[config.mk]
export PLATFORM = sky130hd
export DESIGN_NAME = multicycle_controller_flat
export DESIGN_NICKNAME = d
export VERILOG_FILES = /design/src/rtl/multicycle_controller_if.sv /design/src/rtl/multicycle_controller.sv /design/src/flat_wrapper.sv
export SDC_FILE = /design/constraint.sdc
export NUM_CORES = 1
export LEC_CHECK = 0
export CAP_MARGIN = 20
export CORE_MARGIN = 4
export CORE_UTILIZATION = 29
export CTS_CLUSTER_SIZE = 10
export DETAILED_ROUTE_END_ITERATION = 8
export SLEW_MARGIN = 20
export SYNTH_ARGS = -nofsm -noshare
export SYNTH_HDL_FRONTEND = slang
export SYNTH_SLANG_ARGS = --single-unit
[constraint.sdc]
create_clock -name clock -period 2.9 [get_ports clock]
set_input_delay 0.29 -clock clock [delete_from_list [all_inputs] [get_ports clock]]
set_output_delay 0.29 -clock clock [all_outputs]
set_load 0.02 [all_outputs]
[src/rtl/multicycle_controller_if.sv]
// multicycle_controller_if: control/status bundle between the multicycle controller and its datapath/memory
// master: controller side (takes instruction/mem_ready/cond_true, drives enables, selects, mem_req/mem_we, state, fault)
// slave: datapath/memory side (opposite directions)
interface multicycle_controller_if #(parameter int INSTR_W = 16);
   logic [INSTR_W-1:0] instruction;
   logic mem_ready;
   logic cond_true;
   logic pc_en;
   logic pc_inc_or_set;
   logic ir_en;
   logic rf_we;
   logic pc_reg_sel;
   logic r2_im_sel;
   logic [1:0] imm_type_sel;
   logic mem_req;
   logic mem_we;
   logic wb_sel;
   logic [2:0] state;
   logic fault;
   modport master (
      input instruction, mem_ready, cond_true,
      output pc_en, pc_inc_or_set, ir_en, rf_we, pc_reg_sel, r2_im_sel, imm_type_sel,
      output mem_req, mem_we, wb_sel, state, fault
   );
   modport slave (
      output instruction, mem_ready, cond_true,
      input pc_en, pc_inc_or_set, ir_en, rf_we, pc_reg_sel, r2_im_sel, imm_type_sel,
      input mem_req, mem_we, wb_sel, state, fault
   );
endinterface

[src/rtl/multicycle_controller.sv]
// multicycle_controller: FETCH/DECODE/EXECUTE/MEM/WRITEBACK control FSM with memory-wait timeout
// clock: rising-edge clock; reset: synchronous active-low
// bus (master): instruction, mem_ready, cond_true in; datapath enables/selects, mem_req/mem_we, state, fault out
module multicycle_controller #(
   parameter int INSTR_W = 16,
   parameter int TIMEOUT = 15
) (
   input logic clock,
   input logic reset,
   multicycle_controller_if.master bus
);
   typedef enum logic [2:0] {
      FETCH = 3'd0, DECODE = 3'd1, EXECUTE = 3'd2, MEM = 3'd3, WRITEBACK = 3'd4, FAULT = 3'd7
   } state_t;
   state_t st;
   logic [7:0] wait_cnt;
   logic [3:0] op, ext;
   logic is_load, is_store, is_bcond, is_logic_imm, writes_rf, expired;
   assign op = bus.instruction[INSTR_W-1 -: 4];
   assign ext = bus.instruction[7:4];
   assign is_load = op == 4'h4 && ext == 4'h0;
   assign is_store = op == 4'h4 && ext == 4'h4;
   assign is_bcond = op == 4'hC;
   assign is_logic_imm = op == 4'h1 || op == 4'h2;
   assign writes_rf = op == 4'h0 || is_logic_imm || op == 4'hD || op == 4'hF || is_load;
   // this not-ready cycle is the one that brings the wait count up to TIMEOUT
   assign expired = !bus.mem_ready && wait_cnt + 8'd1 == 8'(TIMEOUT);
   always_ff @(posedge clock) begin
      if (!reset) begin
         st <= FETCH;
         wait_cnt <= '0;
      end else begin
         case (st)
            FETCH, MEM: begin
               if (bus.mem_ready) st <= st == FETCH ? DECODE : WRITEBACK;
               else if (expired) st <= FAULT;
               else wait_cnt <= wait_cnt + 8'd1;
            end
            DECODE: st <= EXECUTE;
            EXECUTE: begin
               st <= is_load || is_store ? MEM : WRITEBACK;
               wait_cnt <= '0;
            end
            WRITEBACK: begin
               st <= FETCH;
               wait_cnt <= '0;
            end
            FAULT: ;
            default: st <= FETCH;
         endcase
      end
   end
   assign bus.pc_en = st == WRITEBACK;
   assign bus.pc_inc_or_set = st == WRITEBACK && is_bcond && bus.cond_true;
   assign bus.ir_en = st == DECODE;
   assign bus.rf_we = st == WRITEBACK && writes_rf;
   assign bus.pc_reg_sel = !(st == EXECUTE && is_bcond);
   assign bus.r2_im_sel = st == EXECUTE && (is_logic_imm || op == 4'hD || op == 4'hF || is_bcond);
   assign bus.imm_type_sel = st != EXECUTE ? 2'b00 : is_logic_imm ? 2'b10 : op == 4'hF ? 2'b01 : 2'b00;
   assign bus.mem_req = st == FETCH || st == MEM;
   assign bus.mem_we = st == MEM && is_store;
   assign bus.wb_sel = st == WRITEBACK && is_load;
   assign bus.state = st;
   assign bus.fault = st == FAULT;
endmodule

[src/flat_wrapper.sv]
// flat-port wrapper written by rule: the top's interface ports become plain ports
module multicycle_controller_flat 
#(
   parameter int INSTR_W = 16,
   parameter int TIMEOUT = 15
)
  (clock, reset, bus_instruction, bus_mem_ready, bus_cond_true, bus_pc_en, bus_pc_inc_or_set, bus_ir_en, bus_rf_we, bus_pc_reg_sel, bus_r2_im_sel, bus_imm_type_sel, bus_mem_req, bus_mem_we, bus_wb_sel, bus_state, bus_fault);
  multicycle_controller_if #(.INSTR_W(INSTR_W)) bus_i ();
  input logic clock;
  input logic reset;
  input wire logic [$bits(bus_i.instruction)-1:0] bus_instruction;
  input wire logic [$bits(bus_i.mem_ready)-1:0] bus_mem_ready;
  input wire logic [$bits(bus_i.cond_true)-1:0] bus_cond_true;
  output wire logic [$bits(bus_i.pc_en)-1:0] bus_pc_en;
  output wire logic [$bits(bus_i.pc_inc_or_set)-1:0] bus_pc_inc_or_set;
  output wire logic [$bits(bus_i.ir_en)-1:0] bus_ir_en;
  output wire logic [$bits(bus_i.rf_we)-1:0] bus_rf_we;
  output wire logic [$bits(bus_i.pc_reg_sel)-1:0] bus_pc_reg_sel;
  output wire logic [$bits(bus_i.r2_im_sel)-1:0] bus_r2_im_sel;
  output wire logic [$bits(bus_i.imm_type_sel)-1:0] bus_imm_type_sel;
  output wire logic [$bits(bus_i.mem_req)-1:0] bus_mem_req;
  output wire logic [$bits(bus_i.mem_we)-1:0] bus_mem_we;
  output wire logic [$bits(bus_i.wb_sel)-1:0] bus_wb_sel;
  output wire logic [$bits(bus_i.state)-1:0] bus_state;
  output wire logic [$bits(bus_i.fault)-1:0] bus_fault;
  assign bus_i.instruction = bus_instruction;
  assign bus_i.mem_ready = bus_mem_ready;
  assign bus_i.cond_true = bus_cond_true;
  assign bus_pc_en = bus_i.pc_en;
  assign bus_pc_inc_or_set = bus_i.pc_inc_or_set;
  assign bus_ir_en = bus_i.ir_en;
  assign bus_rf_we = bus_i.rf_we;
  assign bus_pc_reg_sel = bus_i.pc_reg_sel;
  assign bus_r2_im_sel = bus_i.r2_im_sel;
  assign bus_imm_type_sel = bus_i.imm_type_sel;
  assign bus_mem_req = bus_i.mem_req;
  assign bus_mem_we = bus_i.mem_we;
  assign bus_wb_sel = bus_i.wb_sel;
  assign bus_state = bus_i.state;
  assign bus_fault = bus_i.fault;
  multicycle_controller #(.INSTR_W(INSTR_W), .TIMEOUT(TIMEOUT)) u_core (.clock(clock), .reset(reset), .bus(bus_i));
endmodule
==> Implementation_results.wiki, run 1 <==
{| class="wikitable"
! Metric !! Value
|-
| Synth-to-layout area growth || 33.3%
|-
| Sort of element at the start of the critical path || input pin
|-
| Fraction of layout instances using a drive strength above 1 || 6.85%
|-
| Antenna-violating nets left || 0
|-
| Post-Place Setup Slack || 0.381 ns
|-
| Clock Root Buffer || clkbuf_4
|-
| Overall power of the completed layout || 847 uW
|-
| Synthesized netlist cell count || 121
|-
| EDFF count, synth || 0
|-
| Slew margin rel. || 59.5%
|-
| CP max FO || 5
|-
| # H-tree levels || 1
|-
| Clock sinks || 11
|-
| Max Root-Sink Buffers || 2
|-
| Static leakage || 0.430 nW
|-
| Post-Syn Area || 895 um^2
|-
| Worst-margin pin slew || 0.606 ns
|-
| Core area || 2850 um^2
|-
| Width of the chip || 63.5 um
|-
| Final worst setup slack || 0.387 ns
|-
| Setup repair after global routing missed its margin || no
|-
| Clk slew on worst S/H paths || 0.08 ns
|-
| Total of hold buffers inserted after clock tree synthesis || 0
|-
| Post-cts sizing count || 0
|-
| Type of destination of the critical path || primary output
|-
| Via count of the first global-routing pass || 883
|-
| Drc violations || 0
|-
| Count of state elements after synthesis || 11
|-
| Type of the worst setup path || in2out
|-
| WP data required || 2.61 ns
|-
| Setup TNS || 0 ns
|-
| I/O Buffers || 26
|-
| Path category of the worst min-delay check || reg2reg
|-
| CTS tree || built
|-
| Data arrival time at the worst-slack endpoint || 2.22 ns
|-
| # diodes || 0
|-
| Placer Congestion || 0.784
|-
| Worst Skew || 0.000950 ns
|-
| Final hold viol count || 0
|-
| Number of buffers created by CTS || 3
|-
| Minimum period implied by the final worst setup slack || 2.51 ns
|-
| Via Count || 966
|-
| GRT overflow || 0
|-
| Maximum ir drop on the vdd rail || 0.201 mV
|-
| Count of nets after finishing || 169
|-
| DP HPWL || 1.87 mm
|-
| Top achievable clock speed || 0.398 GHz
|-
| Worst-case hold slack || 0.529 ns
|-
| Starting utilization of the core area || 31.4%
|-
| Initial DRT Pass Iterations || 5
|-
| Status || complete, no violations
|-
| Maximum number of pins on one net before global-route repair || 21
|-
| Detailed Route WL || 2.35 mm
|-
| Proportion of register bits with asynchronous set or reset after synthesis || 0%
|-
| Number of setup violations in the final report || 0
|-
| Post-Synthesis Mean Instance Area || 7.39 um^2
|-
| Placement Rows || 19
|-
| Total Die Area || 4040 um^2
|-
| Power density over cell area || 710 nW/um^2
|-
| Number of warnings printed during yosys synthesis || 0
|-
| # IOs || 35
|-
| Part of the Yosys area used for sequential elements || 24.6%
|-
| Synthesized netlist net count || 143
|-
| Die height || 63.5 um
|-
| Yosys cell types || 37
|-
| Routed length per placed instance || 13.3 um
|-
| Post-CTS Setup Bufs || 0
|-
| Iteration-0 DRC Markers || 52
|-
| Part of the cycle the worst path needs || 86.7%
|-
| Top flip-flop cell by instance count after synthesis || dfxtp_1
|-
| Wire length of the first global-routing pass || 4.10 mm
|-
| Number of max-cap violations || 0
|-
| Vias per std cell || 5.46
|-
| Clock latency on the worst-skew pair || 0.27 ns
|-
| Aggregate global-route resource usage || 12.6%
|-
| Antenna violations before repair || 0
|-
| Number of pins with negative max-slew slack in the final report || 0
|}
stage by stage:
step,utilization [%],area (um^2),instances
3_3_place_gp,40.9,1170,173
5_1_grt,41.8,1190,177
2_1_floorplan,-,895,121
4_1_cts,41.8,1190,177
3_5_place_dp,40.9,1170,173
6_report,41.8,1190,177
report_power, final:
part	total (mW)	switching [mW]	internal (mW)
Combinational	0.475	0.269	0.206
Sequential	0.260	0.0799	0.180
Clock	0.113	0.0595	0.0533
layout by cell type, fill, tap and decap left out, types with 4 or more instances in the layout:
cell,netlist,final
a21oi_1,7,7
and3_1,7,7
clkdlybuf4s50_1,0,26
dfxtp_1,11,11
inv_1,5,5
nand2_1,17,17
nand2b_1,4,4
nand3_1,5,5
nor2_1,11,11
o21ai_0,6,6
xnor2_1,4,4
path summary, 6_finish.rpt:
check	from	end	slack, ns	cells past startpoint
worst min register to register	u_core.wait_cnt[7]$_SDFFE_PN0P_	u_core.wait_cnt[7]$_SDFFE_PN0P_	0.53	1
worst max-delay path	bus_instruction[5]	bus_rf_we	0.39	6
worst min-delay path	u_core.wait_cnt[7]$_SDFFE_PN0P_	u_core.wait_cnt[7]$_SDFFE_PN0P_	0.53	1
worst max register to register	u_core.wait_cnt[1]$_SDFFE_PN0P_	u_core.wait_cnt[2]$_SDFFE_PN0P_	0.89	7
critical path, stage by stage:
cell and delay (ns):
clkdlybuf4s50_1 0.40, nor4_1 0.29, nand3_1 0.22, nor4_1 0.27
nand2b_1 0.15, clkdlybuf4s50_1 0.60
kinds of logic (layout without fill, tap and decap cells):
kind of cell	count (synthesis)	count (layout)	share of synthesized area, %
muxes	1	1	1.12
AOI/OAI and AO/OA	30	30	23.9
adders and majority gates	2	2	2.80
buffers and inverters	10	35	5.17
xor gates and xnor gates	6	6	5.87
DFF	11	11	24.6
and+or+nand+nor	61	61	36.5
synthesized netlist by cell type (2+ instances only):
library cell | count | area [um^2]
a211oi_1 | 3 | 22.5
a21o_1 | 2 | 15.0
a21oi_1 | 7 | 35.0
a32o_1 | 3 | 30.0
and2_1 | 2 | 12.5
and3_1 | 7 | 43.8
clkbuf_1 | 3 | 11.3
dfxtp_1 | 11 | 220
ha_1 | 2 | 25.0
inv_1 | 5 | 18.8
nand2_1 | 17 | 63.8
nand2b_1 | 4 | 25.0
nand3_1 | 5 | 25.0
nand4_1 | 2 | 12.5
nor2_1 | 11 | 41.3
nor3_1 | 3 | 15.0
nor3b_1 | 2 | 15.0
nor4_1 | 2 | 12.5
o21ai_0 | 6 | 30.0
o22ai_1 | 2 | 12.5
or2_2 | 2 | 12.5
xnor2_1 | 4 | 35.0
xor2_1 | 2 | 17.5
registers in the layout, summed over array words and instances (netlist names):
| register | count |
|---|---|
| u_core.wait_cnt | 8 |
| u_core.bus.state | 3 |
cell type report:
| class | instances | area (um^2) |
|---|---|---|
| well taps | 31 | 38.8 |
| multi-input cells | 100 | 628 |
| flip-flops and latches | 11 | 220 |
| inverters | 5 | 18.8 |
| repair buffers | 26 | 260 |
| clock buffers | 4 | 26.3 |
| fillers | 289 | 1660 |
per-layer routing:
| layer | track usage [%] | wire (um) | vias up |
|---|---|---|---|
| met5 | 0 | 0 | - |
| met4 | 3.23 | 0 | 0 |
| met1 | 15.5 | 1060 | 456 |
| met2 | 21.5 | 1220 | 18 |
| met3 | 3.20 | 72 | 0 |
| li1 | - | - | 492 |
(Power assumes the default switching activity.)
==> run 2, diff against run 1 <==
--- a/config.mk
+++ b/config.mk
@@ -7,4 +7,5 @@
 export LEC_CHECK = 0
 export CAP_MARGIN = 20
+export CORE_ASPECT_RATIO = 0.5
 export CORE_MARGIN = 4
 export CORE_UTILIZATION = 29
==> constraint.sdc (replaced) <==
create_clock -name clock -period 2.9 [get_ports clock]
set_input_delay 0.58 -clock clock [delete_from_list [all_inputs] [get_ports clock]]
set_output_delay 0.58 -clock clock [all_outputs]
set_load 0.02 [all_outputs]
==> run 2 against run 1 <==
  * Highest routed layer is now met4
  * Clock-buffer cell count is the same
  * Power grew 6.8%
  * Largest cell class unchanged
  * Die area grew 1.3%
  * Utilization grew 4.4 points
  * Maximum frequency shrank 9.0%
  * Register-to-register slack gained 0.04 ns
  * Critical path depth is the same
  * Sequential power shrank 3%
  * Critical endpoint is now bus_pc_inc_or_set
  * Final cell count grew 7.3%
  * Routed wire length shrank 0.17%
  * Combinational power grew 4.2%
  * First-iteration DRC count shrank 31%
==> Implementation_results.wiki, run 2 (synthesized netlist as in run 1, its figures left out) <==
{| class="wikitable"
! Metric !! Value
|-
| Status || complete, no violations (unchanged)
|-
| Placement Rows || 13 (was 19)
|-
| Starting utilization of the core area || 32.4% (was 31.4%)
|-
| Final hold viol count || 0 (unchanged)
|-
| Clock sinks || 11 (unchanged)
|-
| Antenna-violating nets left || 0 (unchanged)
|-
| Number of max-cap violations || 0 (unchanged)
|-
| # IOs || 35 (unchanged)
|-
| Width of the chip || 86.5 um (was 63.5 um)
|-
| I/O Buffers || 26 (unchanged)
|-
| Worst-margin pin slew || 0.448 ns (was 0.606 ns)
|-
| Top achievable clock speed || 0.362 GHz (was 0.398 GHz)
|-
| Maximum number of pins on one net before global-route repair || 14 (was 21)
|-
| Max Root-Sink Buffers || 2 (unchanged)
|-
| Clock Root Buffer || clkbuf_8 (was clkbuf_4)
|-
| Critical path cell sequence || clkdlybuf4s50_1 -> buf_4 -> buf_4 -> and3_1 -> and3_1 -> clkdlybuf4s50_1 (was clkdlybuf4s50_1 -> nor4_1 -> nand3_1 -> nor4_1 -> nand2b_1 -> clkdlybuf4s50_1)
|-
| Maximum ir drop on the vdd rail || 0.221 mV (was 0.201 mV)
|-
| Power density over cell area || 707 nW/um^2 (was 710 nW/um^2)
|-
| Wire length of the first global-routing pass || 3.86 mm (was 4.10 mm)
|-
| Setup repair after global routing missed its margin || no (unchanged)
|-
| Count of nets after finishing || 176 (was 169)
|-
| Synth-to-layout area growth || 42.9% (was 33.3%)
|-
| Drc violations || 0 (unchanged)
|-
| Routed length per placed instance || 12.4 um (was 13.3 um)
|-
| Via count of the first global-routing pass || 852 (was 883)
|-
| Iteration-0 DRC Markers || 36 (was 52)
|-
| DP HPWL || 1.78 mm (was 1.87 mm)
|-
| Switching Fraction || 45.5% (was 48.2%)
|-
| Critical-path top delay cell || clkdlybuf4s50_1 (unchanged)
|-
| Sort of element at the start of the critical path || input pin (unchanged)
|-
| Part of the cycle the worst path needs || 95.2% (was 86.7%)
|-
| Most frequent standard cell in the layout excluding fill and tap cells || clkdlybuf4s50_1 (unchanged)
|-
| Number of instances in the placed design || 186 (was 173)
|-
| Fraction of layout instances using a drive strength above 1 || 11.8% (was 6.85%)
|-
| Worst Skew || 0.000669 ns (was 0.000950 ns)
|-
| Net switching power || 411 uW (was 408 uW)
|-
| Top register by number of flip-flops || u_core.wait_cnt (unchanged)
|-
| Total Die Area || 4090 um^2 (was 4040 um^2)
|-
| # H-tree levels || 1 (unchanged)
|-
| Utilization after layout || 46.2% (was 41.8%)
|-
| Static leakage || 0.523 nW (was 0.430 nW)
|-
| Fin cells || 190 (was 177)
|-
| GRT overflow || 0 (unchanged)
|-
| Slowest cell delay on critical path || 0.60 ns (about the same)
|-
| Vias per std cell || 5.19 (was 5.46)
|-
| Number of flip-flops in the largest register || 8 (unchanged)
|-
| Top library cells by usage in the layout, fill and taps aside || clkdlybuf4s50_1 (21), nand2_1 (17), nor2_1 (11), dfxtp_1 (11) (was clkdlybuf4s50_1 (26), nand2_1 (17), nor2_1 (11), dfxtp_1 (11))
|-
| WP data required || 2.32 ns (was 2.61 ns)
|-
| CP max FO || 3 (was 5)
|-
| Minimum period implied by the final worst setup slack || 2.76 ns (was 2.51 ns)
|-
| Core area || 2770 um^2 (was 2850 um^2)
|-
| CTS tree || built (unchanged)
|-
| Via Count || 986 (was 966)
|-
| Type of destination of the critical path || primary output (unchanged)
|-
| Count of buffer and inverter cells on the critical path || 4 (was 2)
|-
| Number of pins with negative max-slew slack in the final report || 0 (unchanged)
|-
| Type of the worst setup path || in2out (unchanged)
|-
| Die height || 47.3 um (was 63.5 um)
|-
| Fillcell total || 283 (was 289)
|-
| Clk slew on worst S/H paths || 0.05 ns (was 0.08 ns)
|-
| Post-CTS Setup Bufs || 0 (unchanged)
|-
| Aggregate global-route resource usage || 12.9% (was 12.6%)
|-
| Slew margin rel. || 69.9% (was 59.5%)
|-
| Number of setup violations in the final report || 0 (unchanged)
|-
| Placer Congestion || 0.835 (was 0.784)
|-
| Kind of cell adding the most delay to the critical path || buffers and inverters (unchanged)
|-
| Initial DRT Pass Iterations || 5 (unchanged)
|-
| Antenna violations before repair || 0 (unchanged)
|-
| Int Pwr || 493 uW (was 439 uW)
|-
| Relative contribution of the clock network to total power || 17.5% (was 13.3%)
|-
| Detailed Route WL || 2.35 mm (about the same)
|-
| Data arrival time at the worst-slack endpoint || 2.18 ns (was 2.22 ns)
|-
| Path category of the worst min-delay check || reg2reg (unchanged)
|-
| Part of the total power dissipated in sequential elements || 27.8% (was 30.7%)
|-
| # diodes || 0 (unchanged)
|-
| Fraction of power consumed by combinational cells || 54.7% (was 56.0%)
|-
| Clock latency on the worst-skew pair || 0.24 ns (was 0.27 ns)
|-
| Number of buffers created by CTS || 3 (unchanged)
|}
[run 2: final timing paths]
kind / start / end / slack (ns) / cells past startpoint
worst max-delay path: bus_instruction[15] / bus_pc_inc_or_set / 0.14 / 6
worst min-delay path: u_core.wait_cnt[7]$_SDFFE_PN0P_ / u_core.wait_cnt[7]$_SDFFE_PN0P_ / 0.54 / 1
worst max register to register: u_core.wait_cnt[0]$_SDFFE_PN0P_ / u_core.wait_cnt[2]$_SDFFE_PN0P_ / 0.93 / 7
worst min register to register: u_core.wait_cnt[7]$_SDFFE_PN0P_ / u_core.wait_cnt[7]$_SDFFE_PN0P_ / 0.54 / 1
[run 2: power by group through the flow]
stage | Sequential (mW) | Clock [mW] | Combinational (mW)
after global placement | 0.252 | 0 | 0.497
after detailed placement | 0.253 | 0 | 0.495
after CTS | 0.250 | 0.165 | 0.498
after floorplan | 0.225 | 0 | 0.357
final | 0.251 | 0.158 | 0.495
after global routing | 0.260 | 0.171 | 0.546
[run 2: layer usage]
| metal | part of all wire (%) | track usage [%] | routed length, um |
|---|---|---|---|
| met1 | 50 | 15.5 | 1180 |
| met2 | 40 | 20.2 | 947 |
| met3 | 6.8 | 4.90 | 159 |
| met4 | 2.5 | 7.45 | 58 |
| met5 | 0 | 0 | 0 |
[run 2: repair_timing]
action	in CTS	in global routing
resized for setup	4	2
endpoints found under the setup margin	3	2
hold buffers	0	0
gates cloned	0	0
[run 2: area by class of cell]
cell class / instances / area [um^2] / area share [%]
Tap cell: 37 / 46.3 / 3.62
Sequential cell: 11 / 220 / 17.2
Multi-Input combinational cell: 100 / 634 / 49.6
Timing Repair Buffer: 33 / 314 / 24.6
Clock buffer: 4 / 45.0 / 3.52
Inverter: 5 / 18.8 / 1.47
[run 2: stage by stage]
| step | setup slack (ns) | hold slack, ns | setup TNS [ns] | instance area, um^2 | power (mW) |
|---|---|---|---|---|---|
| after floorplan | 0.311 | 0.495 | 0 | 895 | 0.582 |
| after global placement | -0.144 | 0.513 | -0.287 | 1230 | 0.749 |
| after detailed placement | -0.0997 | 0.520 | -0.202 | 1230 | 0.748 |
| after CTS | 0.0143 | 0.533 | 0 | 1270 | 0.913 |
| after global routing | 0.0585 | 0.543 | 0 | 1280 | 0.977 |
| final | 0.138 | 0.539 | 0 | 1280 | 0.904 |
==> run 3, diff against run 2 <==
Settings changed: CORE_ASPECT_RATIO 0.5 to unset.
==> run 3 against run 2 <==
  * Die area shrank 1.3%
  * Via count is 1.2% lower
  * Hold slack worse by 0.010 ns
  * Critical path type unchanged
  * Largest cell class unchanged
  * Highest routed layer unchanged
==> Implementation_results.wiki, run 3 (synthesized netlist as in run 1, its figures left out) <==
{| class="wikitable"
! Metric !! Value
|-
| WP data required || 2.32 ns (about the same)
|-
| # IOs || 35 (unchanged)
|-
| Max Root-Sink Buffers || 2 (unchanged)
|-
| Via count of the first global-routing pass || 943 (was 852)
|-
| Status || complete, no violations (unchanged)
|-
| Setup repair after global routing missed its margin || no (unchanged)
|-
| Data arrival time at the worst-slack endpoint || 2.23 ns (was 2.18 ns)
|-
| Total of hold buffers inserted after clock tree synthesis || 0 (unchanged)
|-
| Power density over cell area || 696 nW/um^2 (was 707 nW/um^2)
|-
| CP max FO || 5 (was 3)
|-
| Antenna violations before repair || 0 (unchanged)
|-
| Via Count || 974 (was 986)
|-
| Net switching power || 409 uW (was 411 uW)
|-
| Critical path cell sequence || clkdlybuf4s50_1 -> or2_2 -> nor3_1 -> clkdlybuf4s50_1 (was clkdlybuf4s50_1 -> buf_4 -> buf_4 -> and3_1 -> and3_1 -> clkdlybuf4s50_1)
|-
| Maximum ir drop on the vdd rail || 0.173 mV (was 0.221 mV)
|-
| Starting utilization of the core area || 31.4% (was 32.4%)
|-
| Most frequent standard cell in the layout excluding fill and tap cells || clkdlybuf4s50_1 (unchanged)
|-
| Path category of the worst min-delay check || reg2reg (unchanged)
|-
| Part of the total power dissipated in sequential elements || 30.9% (was 27.8%)
|-
| Top register by number of flip-flops || u_core.wait_cnt (unchanged)
|-
| Total Die Area || 4040 um^2 (was 4090 um^2)
|-
| Worst path most repeated cell || clkdlybuf4s50_1
|-
| Clock sinks || 11 (unchanged)
|-
| DP HPWL || 1.94 mm (was 1.78 mm)
|-
| Number of pins with negative max-slew slack in the final report || 0 (unchanged)
|-
| Type of the worst setup path || in2out (unchanged)
|-
| Count of nets after finishing || 172 (was 176)
|-
| Final hold viol count || 0 (unchanged)
|-
| # H-tree levels || 1 (unchanged)
|-
| Fin cells || 180 (was 190)
|-
| I/O Buffers || 26 (unchanged)
|-
| Slowest cell delay on critical path || 0.65 ns (was 0.60 ns)
|-
| Worst Skew || 0.000873 ns (was 0.000669 ns)
|-
| Clock Root Buffer || clkbuf_4 (was clkbuf_8)
|-
| Antenna-violating nets left || 0 (unchanged)
|-
| Initial DRT Pass Iterations || 4 (was 5)
|-
| Clock latency on the worst-skew pair || 0.26 ns (was 0.24 ns)
|-
| Top achievable clock speed || 0.355 GHz (was 0.362 GHz)
|-
| Number of max-cap violations || 0 (unchanged)
|-
| Worst-margin pin slew || 0.612 ns (was 0.448 ns)
|-
| Relative contribution of the clock network to total power || 12.7% (was 17.5%)
|-
| Synth-to-layout area growth || 36.1% (was 42.9%)
|-
| Placer Congestion || 0.783 (was 0.835)
|-
| Aggregate global-route resource usage || 13.0% (was 12.9%)
|-
| Wire length of the first global-routing pass || 4.28 mm (was 3.86 mm)
|-
| CTS tree || built (unchanged)
|-
| Sort of element at the start of the critical path || input pin (unchanged)
|-
| Iteration-0 DRC Markers || 65 (was 36)
|-
| Number of buffers created by CTS || 3 (unchanged)
|-
| Placement Rows || 19 (was 13)
|-
| Type of destination of the critical path || primary output (unchanged)
|-
| Critical-path top delay cell || clkdlybuf4s50_1 (unchanged)
|-
| # diodes || 0 (unchanged)
|-
| Clk slew on worst S/H paths || 0.08 ns (was 0.05 ns)
|-
| Static leakage || 0.491 nW (was 0.523 nW)
|-
| Int Pwr || 438 uW (was 493 uW)
|-
| GRT overflow || 0 (unchanged)
|-
| Drc violations || 0 (unchanged)
|-
| Setup TNS || 0 ns (unchanged)
|-
| Vias per std cell || 5.41 (was 5.19)
|-
| Utilization after layout || 42.7% (was 46.2%)
|-
| Slew margin rel. || 59.2% (was 69.9%)
|-
| Overall power of the completed layout || 847 uW (was 904 uW)
|-
| Worst-case hold slack || 0.529 ns (was 0.539 ns)
|-
| Top library cells by usage in the layout, fill and taps aside || clkdlybuf4s50_1 (22), nand2_1 (17), nor2_1 (11), dfxtp_1 (11) (was clkdlybuf4s50_1 (21), nand2_1 (17), nor2_1 (11), dfxtp_1 (11))
|-
| Routed length per placed instance || 13.6 um (was 12.4 um)
|-
| Minimum period implied by the final worst setup slack || 2.81 ns (was 2.76 ns)
|-
| Width of the chip || 63.5 um (was 86.5 um)
|-
| Detailed Route WL || 2.46 mm (was 2.35 mm)
|-
| Fraction of layout instances using a drive strength above 1 || 8.72% (was 11.8%)
|-
| Number of instances in the placed design || 176 (was 186)
|-
| Switching Fraction || 48.3% (was 45.5%)
|-
| Fraction of power consumed by combinational cells || 56.4% (was 54.7%)
|-
| Number of flip-flops in the largest register || 8 (unchanged)
|-
| Maximum number of pins on one net before global-route repair || 21 (was 14)
|-
| Number of setup violations in the final report || 0 (unchanged)
|-
| Die height || 63.5 um (was 47.3 um)
|-
| Part of the cycle the worst path needs || 97.0% (was 95.2%)
|-
| Core area || 2850 um^2 (was 2770 um^2)
|}
## run 3: cell types whose count changed in the layout (fill, tap and decap cells not counted)
cell | before | now
buf_4 | 7 | 3
clkbuf_4 | 0 | 3
clkbuf_8 | 3 | 0
clkdlybuf4s50_1 | 21 | 22
dlygate4sd2_1 | 3 | 2
nor4_1 | 1 | 2
nor4_2 | 1 | 0
## run 3: power by group through the flow
| stage | Sequential [mW] | Clock (mW) | Combinational (mW) |
|---|---|---|---|
| after CTS | 0.259 | 0.116 | 0.482 |
| after floorplan | 0.225 | 0 | 0.357 |
| after detailed placement | 0.262 | 0 | 0.482 |
| after global routing | 0.272 | 0.123 | 0.528 |
| final | 0.262 | 0.108 | 0.478 |
| after global placement | 0.262 | 0 | 0.478 |
## run 3: final timing paths
path	from	endpoint	slack [ns]	depth (start not counted)
min reg2reg	u_core.wait_cnt[7]$_SDFFE_PN0P_	u_core.wait_cnt[7]$_SDFFE_PN0P_	0.53	1
max reg2reg	u_core.wait_cnt[0]$_SDFFE_PN0P_	u_core.wait_cnt[4]$_SDFFE_PN0P_	0.88	7
min	u_core.wait_cnt[7]$_SDFFE_PN0P_	u_core.wait_cnt[7]$_SDFFE_PN0P_	0.53	1
max	bus_instruction[14]	bus_imm_type_sel[1]	0.09	4
## run 3: layer usage
metal / up-vias / wire length, um / track usage (%)
li1: 502 / - / -
met1: 461 / 1150 / 15.5
met2: 9 / 1250 / 23.3
met3: 2 / 38 / 2.13
met4: 0 / 23 / 4.04
met5: - / 0 / 0
## run 3: cell type report
class,instances,area [um^2]
Fill cell,293,1640
Multi-Input combinational cell,100,628
Timing Repair Buffer,29,285
Sequential cell,11,220
Tap cell,31,38.8
Clock buffer,4,26.3
Inverter,5,18.8
## run 3: through the flow
step | area (um^2) | setup WS, ns
2_1_floorplan | 895 | 0.311
3_3_place_gp | 1190 | -0.0444
3_5_place_dp | 1190 | -0.0560
4_1_cts | 1210 | 0.0124
5_1_grt | 1220 | 0.0116
6_report | 1220 | 0.0858
## run 3: repair_timing
item / 4_1_cts / 5_1_grt
buffers inserted: 0 / 0
gates resized for setup: 2 / 2
setup endpoints to repair: 2 / 2
## run 3: worst max-delay path, delay by kind of cell
family / cells / cell delay, ns
buf+inv: 2 / 1.12
simple gates: 2 / 0.54
